`src/rtl/keypad_scan_controller.sv`:
```
// 4x4 keypad scanner: one-hot column strobes, whole-matrix debounce, ASCII press
// events queued in a small FIFO with a sticky overflow flag.
module keypad_scan_controller #(
   parameter int SCAN_DWELL     = 16,
   parameter int DEBOUNCE_SCANS = 4,
   parameter int FIFO_DEPTH     = 4
) (
   input  logic       clk,
   input  logic       reset_n,
   output logic [3:0] cols,
   input  logic [3:0] rows,
   input  logic       key_read,
   input  logic       clr_overflow,
   output logic       key_valid,
   output logic [7:0] key_data,
   output logic       overflow
);

   localparam int DW = $clog2(SCAN_DWELL);
   localparam int SW = $clog2(DEBOUNCE_SCANS + 1);
   localparam int PW = $clog2(FIFO_DEPTH);

   typedef enum logic [1:0] {COL1, COL2, COL3, COL4} state_t;

   logic [3:0]    rows_meta_reg, rows_sync_reg;
   state_t        state_reg;
   logic [3:0]    cols_reg;
   logic [DW-1:0] dwell_reg;
   logic [1:0]    hits_reg;
   logic [7:0]    code_acc_reg;
   logic [7:0]    candidate_reg;
   logic [SW-1:0] stable_reg;
   logic [7:0]    accepted_reg;
   logic          push_reg;
   logic [7:0]    push_data_reg;

   logic [7:0]    mem [FIFO_DEPTH];
   logic [PW-1:0] wr_ptr_reg, rd_ptr_reg;
   logic [PW:0]   count_reg;
   logic          overflow_reg;

   // col: 0 = leftmost strobe (1000); pos: 0 = row bit 3
   function automatic logic [7:0] key_ascii(input logic [1:0] col, input logic [1:0] pos);
      case ({col, pos})
         4'd0:  key_ascii = 8'h31;
         4'd1:  key_ascii = 8'h34;
         4'd2:  key_ascii = 8'h37;
         4'd3:  key_ascii = 8'h2A;
         4'd4:  key_ascii = 8'h32;
         4'd5:  key_ascii = 8'h35;
         4'd6:  key_ascii = 8'h38;
         4'd7:  key_ascii = 8'h30;
         4'd8:  key_ascii = 8'h33;
         4'd9:  key_ascii = 8'h36;
         4'd10: key_ascii = 8'h39;
         4'd11: key_ascii = 8'h23;
         4'd12: key_ascii = 8'h41;
         4'd13: key_ascii = 8'h42;
         4'd14: key_ascii = 8'h43;
         4'd15: key_ascii = 8'h44;
      endcase
   endfunction

   logic          sample, scan_done;
   logic [2:0]    row_cnt, hits_total;
   logic [1:0]    row_pos, hits_sat;
   logic [7:0]    code_sum, scan_code;
   logic [7:0]    cand_next;
   logic [SW-1:0] stable_next;
   logic          accept;

   // hits_reg saturates at 2: anything beyond one asserted bit is rejected anyway
   always_comb begin
      sample    = (dwell_reg == DW'(SCAN_DWELL - 1));
      scan_done = sample && (state_reg == COL4);
      row_cnt   = '0;
      row_pos   = '0;
      for (int i = 0; i < 4; i++) begin
         if (rows_sync_reg[i]) begin
            row_cnt = row_cnt + 3'd1;
            row_pos = 2'(3 - i);
         end
      end
      hits_total = {1'b0, hits_reg} + row_cnt;
      hits_sat   = (hits_total >= 3'd2) ? 2'd2 : hits_total[1:0];
      code_sum   = code_acc_reg;
      if (hits_reg == 2'd0 && row_cnt == 3'd1)
         code_sum = key_ascii(state_reg, row_pos);
      scan_code = (hits_total == 3'd1) ? code_sum : 8'h00;

      if (scan_code == candidate_reg) begin
         cand_next   = candidate_reg;
         stable_next = (stable_reg == SW'(DEBOUNCE_SCANS)) ? stable_reg : stable_reg + SW'(1);
      end else begin
         cand_next   = scan_code;
         stable_next = SW'(1);
      end
      accept = (stable_next == SW'(DEBOUNCE_SCANS)) && (cand_next != accepted_reg);
   end

   always_ff @(posedge clk or negedge reset_n) begin
      if (!reset_n) begin
         rows_meta_reg <= '0;
         rows_sync_reg <= '0;
         state_reg     <= COL1;
         cols_reg      <= 4'b1000;
         dwell_reg     <= '0;
         hits_reg      <= '0;
         code_acc_reg  <= '0;
         candidate_reg <= '0;
         stable_reg    <= '0;
         accepted_reg  <= '0;
         push_reg      <= 1'b0;
         push_data_reg <= '0;
      end else begin
         rows_meta_reg <= rows;
         rows_sync_reg <= rows_meta_reg;
         push_reg      <= 1'b0;
         if (sample) begin
            dwell_reg <= '0;
            case (state_reg)
               COL1: begin state_reg <= COL2; cols_reg <= 4'b0100; end
               COL2: begin state_reg <= COL3; cols_reg <= 4'b0010; end
               COL3: begin state_reg <= COL4; cols_reg <= 4'b0001; end
               COL4: begin state_reg <= COL1; cols_reg <= 4'b1000; end
            endcase
            if (scan_done) begin
               hits_reg      <= '0;
               code_acc_reg  <= '0;
               candidate_reg <= cand_next;
               stable_reg    <= stable_next;
               if (accept) begin
                  accepted_reg  <= cand_next;
                  push_reg      <= (cand_next != 8'h00);
                  push_data_reg <= cand_next;
               end
            end else begin
               hits_reg     <= hits_sat;
               code_acc_reg <= code_sum;
            end
         end else begin
            dwell_reg <= dwell_reg + DW'(1);
         end
      end
   end

   logic full, pop, wr_en;

   always_comb begin
      full  = (count_reg == (PW+1)'(FIFO_DEPTH));
      pop   = key_read && (count_reg != '0);
      wr_en = push_reg && (!full || pop);
   end

   always_ff @(posedge clk) begin
      if (wr_en)
         mem[wr_ptr_reg] <= push_data_reg;
   end

   always_ff @(posedge clk or negedge reset_n) begin
      if (!reset_n) begin
         wr_ptr_reg   <= '0;
         rd_ptr_reg   <= '0;
         count_reg    <= '0;
         overflow_reg <= 1'b0;
      end else begin
         if (wr_en)
            wr_ptr_reg <= wr_ptr_reg + PW'(1);
         if (pop)
            rd_ptr_reg <= rd_ptr_reg + PW'(1);
         case ({wr_en, pop})
            2'b10:   count_reg <= count_reg + (PW+1)'(1);
            2'b01:   count_reg <= count_reg - (PW+1)'(1);
            default: count_reg <= count_reg;
         endcase
         if (push_reg && full && !pop)
            overflow_reg <= 1'b1;
         else if (clr_overflow)
            overflow_reg <= 1'b0;
      end
   end

   assign cols      = cols_reg;
   assign key_valid = (count_reg != '0);
   assign key_data  = (count_reg != '0) ? mem[rd_ptr_reg] : 8'h00;
   assign overflow  = overflow_reg;

endmodule

```
`config.mk`:
```
export PLATFORM = sky130hd
export DESIGN_NAME = keypad_scan_controller
export DESIGN_NICKNAME = d
export VERILOG_FILES = /design/src/rtl/keypad_scan_controller.sv
export SDC_FILE = /design/constraint.sdc
export NUM_CORES = 1
export LEC_CHECK = 0
export BUFFER_PORTS_ARGS = -buffer_cell sky130_fd_sc_hd__buf_2
export CAP_MARGIN = 40
export CORE_MARGIN = 8
export CORE_UTILIZATION = 45
export CTS_CLUSTER_DIAMETER = 100
export CTS_CLUSTER_SIZE = 12
export DETAILED_ROUTE_END_ITERATION = 8
export PLACE_DENSITY = 0.67
export RECOVER_POWER = 100
export SLEW_MARGIN = 5
export SYNTH_ARGS = -nofsm -noshare
export SYNTH_HDL_FRONTEND = slang
export SYNTH_SLANG_ARGS = --single-unit
```
`constraint.sdc`:
```
create_clock -name clk -period 5.28 [get_ports clk]
set_clock_uncertainty 0.15 [all_clocks]
set_input_delay 0.792 -clock clk [delete_from_list [all_inputs] [get_ports clk]]
set_output_delay 0.792 -clock clk [all_outputs]
set_load 0.05 [all_outputs]
```
# After elaboration in Yosys (flattened, before gate mapping)
# Memories as Yosys holds them, arrays and structs flattened.
# Index checks and enable logic that the tools add are counted.
dict set report totals {
  register_bits 56
  ramBits 32
  mem_bits_ro 112
  inputBits 8
  out_inout_bits 14
  word_cells 87
  memories 2
}
# memory depth word_bits rd rd_clocked_by_memory_dff write_ports line
set mem_list {}
lappend mem_list {{(name not given)} 16 7 1 0 0 44} ;# case ({col, pos})
lappend mem_list {mem 4 8 1 0 1 37} ;# logic [7:0] mem [FIFO_DEPTH];
dict set report classes {
  n_addsub 10
  magnitude_cmp 1
  eq_ne 13
  n_mux 28
  n_reduce_logical 18
}
# cell n
set ops {}
lappend ops {{8-bit 2-to-1 mux} 5}
lappend ops {{4-bit case mux with 4 select lines} 1}
lappend ops {{3-bit by 1-bit adder with 3-bit output (second input constant)} 5}
lappend ops {{3-bit 2-to-1 mux} 5}
lappend ops {{2-bit 2-to-1 mux} 6}
lappend ops {{3-bit equality test (second input constant)} 3}
lappend ops {{8-bit equality test} 1}
lappend ops {{1-bit 2-to-1 mux} 8}
lappend ops {{8-bit inequality test} 1}
lappend ops {{2-bit case mux with 4 select lines} 1}
lappend ops {{8-bit nonzero test} 1}
lappend ops {{1-bit logical AND} 7}
lappend ops {{2-bit equality test (second input constant)} 3}
lappend ops {{3-bit by 1-bit equality test with 1-bit output (second input constant)} 2}
lappend ops {{3-bit case mux with 2 select lines} 1}
lappend ops {{2-bit by 1-bit adder with 2-bit output (second input constant)} 2}
lappend ops {{4-bit by 1-bit adder with 4-bit output (second input constant)} 1}
lappend ops {{2-bit by 1-bit equality test with 1-bit output (second input constant)} 2}
lappend ops {{4-bit equality test (second input constant)} 1}
lappend ops {{2-bit zero test} 2}
lappend ops {{4-bit 2-to-1 mux} 1}
lappend ops {{2-bit nonzero test} 2}
lappend ops {{2-bit by 3-bit adder with 3-bit output} 1}
lappend ops {{3-bit by 2-bit greater-or-equal comparator with 1-bit output (second input constant)} 1}
lappend ops {{6 further kinds} 7}

# Logic depth before layout (Yosys ltp)
dict set report depth {
  word_depth 18
  depth_mapped 17
  mapped_depth_nobuf 16
}

# Worst setup path before layout
# Ideal clock, no wire load.
dict set report synth_timing {
  kind {reg2reg}
  start {register rows_sync_reg[0]}
  end {register push_data_reg[4]}
  setup_time_ps 125
  arrival_time_ps 4320
  path_slack_ps 685
  stages_incl_launch_ff 18
  n_path_buf 1
  period_less_slack_ps 4595
  path_cell_list {dfrtp_1 inv_1 ha_1 xnor2_1 inv_1 ha_1 nor2b_1 nor2_1 fa_1 xor3_1 and3b_1 clkbuf_1 nand3b_1 or3_1 o311a_2 nor3_4 nand4_4 mux2_4}
}
dict set report synth_via {
  elab_chain_len 16
}
# item line
set synth_lines {}
lappend synth_lines {{from (decl)} 25} ;# logic [3:0] rows_meta_reg, rows_sync_reg;
lappend synth_lines {{from (signal assigned)} 117} ;# rows_sync_reg <= rows_meta_reg;
lappend synth_lines {{branches (longest 10 deep; another with 3-bit by 1-bit adder with 3-bit output)} --}
lappend synth_lines {{8-bit 2-to-1 mux *} 89} ;# scan_code = (hits_total == 3'd1) ? code_sum : 8'h00;
lappend synth_lines {{8-bit equality test} 91} ;# if (scan_code == candidate_reg) begin
lappend synth_lines {{8-bit 2-to-1 mux / 3-bit 2-to-1 mux (equally long branches)} 91}
lappend synth_lines {{8-bit inequality test / 3-bit equality test (equally long branches)} 98} ;# accept = (stable_next == SW'(DEBOUNCE_SCANS)) && (cand_next != accepted_reg);
lappend synth_lines {{1-bit logical AND} 98}
lappend synth_lines {{3-bit AND reduction (no line)} --}
lappend synth_lines {{to (signal assigned)} 135} ;# push_data_reg <= cand_next;
lappend synth_lines {{to (decl)} 35} ;# logic [7:0] push_data_reg;
# Every way passes the cells marked *.
# A chain may end at the register's enable or synchronous reset.

# Worst setup path after layout
dict set report layout_timing {
  start {register rows_sync_reg[0]}
  end {register push_data_reg[2]}
}
# Same word-level chain as after synthesis.

==> impl_metrics.tcl <==
set metrics [dict create \
    cp_data_arrival_time_ns 4.93 \
    synth_nets 440 \
    viasPerCell 5.462 \
    yosys-mux-area-fraction_pct 8.539 \
    dp_hpwl_um 6431 \
    syn_area_per_cell_sq_um 11.32 \
    num_rows 37 \
    yosys_warnings 0 \
    areaGrowthSynthToFinish_pct 7.869 \
    yosysTopAreaCell "dfrtp_1" \
    synthFlopType "dfrtp_1" \
    layout_commonest_cell "dfrtp_1" \
    ys_seq_area_share_pct 50.56 \
    synth_edf_count 32 \
    cts.clk_slew.worst_paths_ns 0.09 \
    regArea_sq_mm 0.002364 \
    slew_headroom_pct -102.9 \
    cts_tree "done" \
    antenna_left 0 \
    synth_xor_xnor_area_share_pct 3.881 \
    p_leak_nw 2.165 \
    grt_pass1_wl_um 15730 \
    drt_iter0_drc 174 \
    largest_register_ffs 32 \
    finalMaxSlewViolations 57 \
    synth_compound_area_share_pct 10.89 \
    total_power_mw 1.670 \
    cts_resized 0 \
    synth_area_leaders "dfrtp_1 (29%), edfxtp_1 (21%), ha_1 (4.6%)" \
    die_h_um 117.9 \
    fin_crit_sh_pct 91.87 \
    htree_num_levels 3 \
    synthSimpleGateAreaFrac_pct 17.18 \
    gr-total-overflow 0 \
    most-common-layout-cells "dfrtp_1 (55), nand2_1 (51), edfxtp_1 (32)" \
    drcViolationCount 0 \
    top_register "mem" \
    routedWlPerCell_um 15.77 \
    fillers 925 \
    finalSetupViolCount 0 \
    dr_total_vias 3135 \
    die_x_um 117.9 \
    multiInputGateArea_sq_mm 0.002113 \
    rsz0062_at_grt "no" \
    synth_top_area_share_pct 29.44 \
    failed_checks "capacitance limit, slew limit" \
    clk_path_buf_depth 2 \
    start_kind "flip-flop" \
    cts_setup_buffers 0 \
    final_net_count 460 \
    cts.sinks 88 \
    crit_fanout 13 \
    crit_required_ns 5.36 \
    tightest_slew_ns 3.043 \
    cts-root-buf "clkbuf_8" \
    grt_pass1_vias 3211 \
    drive_gt1_share_pct 11.64 \
    n_antenna_cell 0 \
    utilization_pct 49.51 \
    ys_types 67 \
    min_period_ns 4.851 \
    ir_drop_uv 160.8 \
    synth_adder_area_share_pct 5.407 \
    finalWeightedCongestion 0.8399 \
    grt.total_usage_pct 13.70 \
    core_sq_mm 0.01018 \
    finalHoldViolations 0 \
    die_area_sq_mm 0.01391 \
    fmax_ghz 0.2062 \
    start_util_pct 45.90 \
    syn_inst 413 \
    status "complete, but fails checks" \
    antenna_found_initial 0 \
    maxCapViolations 1 \
    pin_count 22 \
    final.setup.tns_ns 0 \
    grt_max_degree 57 \
    clkLatencyLatePin_ns 0.35 \
    syn_area_sq_mm 0.004674 \
    portBuffers 21 \
    synth_top_family_by_area "simple AND/OR/NAND/NOR gates" \
    ys_ff_latch 88 \
    end_kind "flip-flop" \
    drt_wl_total_um 9053 \
    async_flop_share_pct 63.64 \
    numCtsBuffers 9 \
    ctsHoldBuffers 0 \
    p_per_area_mw_per_mm2 331.2 \
    dr.pass1.iters 4 \
    hold_path.class "flip-flop to flip-flop" \
    worstSetupPathType "flip-flop to flip-flop" \
]
-- synth_stat cells, types with 7 or more instances --
cell and number:
nor2_1 20, xor2_1 9, ha_1 17, nand2_1 51, o21ai_0 22, a21oi_1 12
inv_1 23, clkbuf_1 14, mux2i_1 7, mux4_2 8, nand3_1 9, xnor2_1 9
and2_1 16, edfxtp_1 32, dfrtp_1 55
-- layout make-up --
class / instances / area share (%)
clock inverter: 6 / 0.9926
inverter: 23 / 1.712
clock buffer: 10 / 2.730
sequential: 88 / 46.87
multi-input combinational: 284 / 41.91
timing repair buffer: 27 / 2.407
tap: 136 / 3.375
-- logic make-up after synthesis --
| logic type | after synthesis |
|---|---|
| adder cells (fa/ha/maj) | 19 |
| multiplexers | 26 |
| flip-flops | 88 |
| buffers and inverters | 41 |
| AO/OA/AOI/OAI | 76 |
| XOR/XNOR | 19 |
| AND/OR/NAND/NOR | 144 |
-- path summary, 6_finish.rpt --
kind	start	endpoint	slack, ns	depth (start not counted)
max	rows_sync_reg[0]	push_data_reg[2]	0.43	17
min	rows_meta_reg[1]	rows_sync_reg[1]	0.21	0
max reg2reg	rows_sync_reg[0]	push_data_reg[2]	0.43	17
min reg2reg	rows_meta_reg[1]	rows_sync_reg[1]	0.21	0
max in group asynchronous	reset_n	code_acc_reg[2]	1.87	2
min in group asynchronous	reset_n	cols[1]	1.35	2
-- metrics by stage --
step | instance area, sq um | worst slack (ns) | hold slack, ns | cells
after global routing | 5042 | 0.05476 | 0.2129 | 574
after detailed placement | 4916 | 0.4305 | 0.1847 | 558
after floorplan | 4674 | 0.6848 | 0.1812 | 413
final | 5042 | 0.4292 | 0.2054 | 574
after global placement | 4908 | 0.5850 | 0.1847 | 557
after CTS | 5104 | 0.4052 | 0.2072 | 574
-- routing by layer --
layer | track usage [%] | share of wire [%]
met4 | 4.884 | 1.1
met2 | 22.94 | 48
met3 | 2.542 | 4.3
met5 | 0 | 0
met1 | 17.34 | 47
-- worst max-delay path: stages, from the launching register on --
cell and delay (ns):
dfrtp_1 0.39, inv_1 0.05, ha_1 0.34, xnor2_1 0.14, buf_4 0.16, inv_1 0.04, ha_1 0.28, nor2b_1 0.29
nor2_1 0.13, fa_1 0.40, xor3_1 0.40, nand3b_1 0.40, clkbuf_1 0.34, nor2_1 0.14, a311o_1 0.34, nand4b_1 0.16
nand4_4 0.19, mux2_1 0.37
-- power breakdown --
group	leakage, nW	switching (mW)	total [mW]	internal (mW)
Clock	0.0899	0.251	0.441	0.190
Sequential	1.07	0.0675	0.809	0.741
Combinational	1.00	0.241	0.420	0.179
Total	2.16	0.560	1.67	1.11
(Power assumes the default switching activity.)
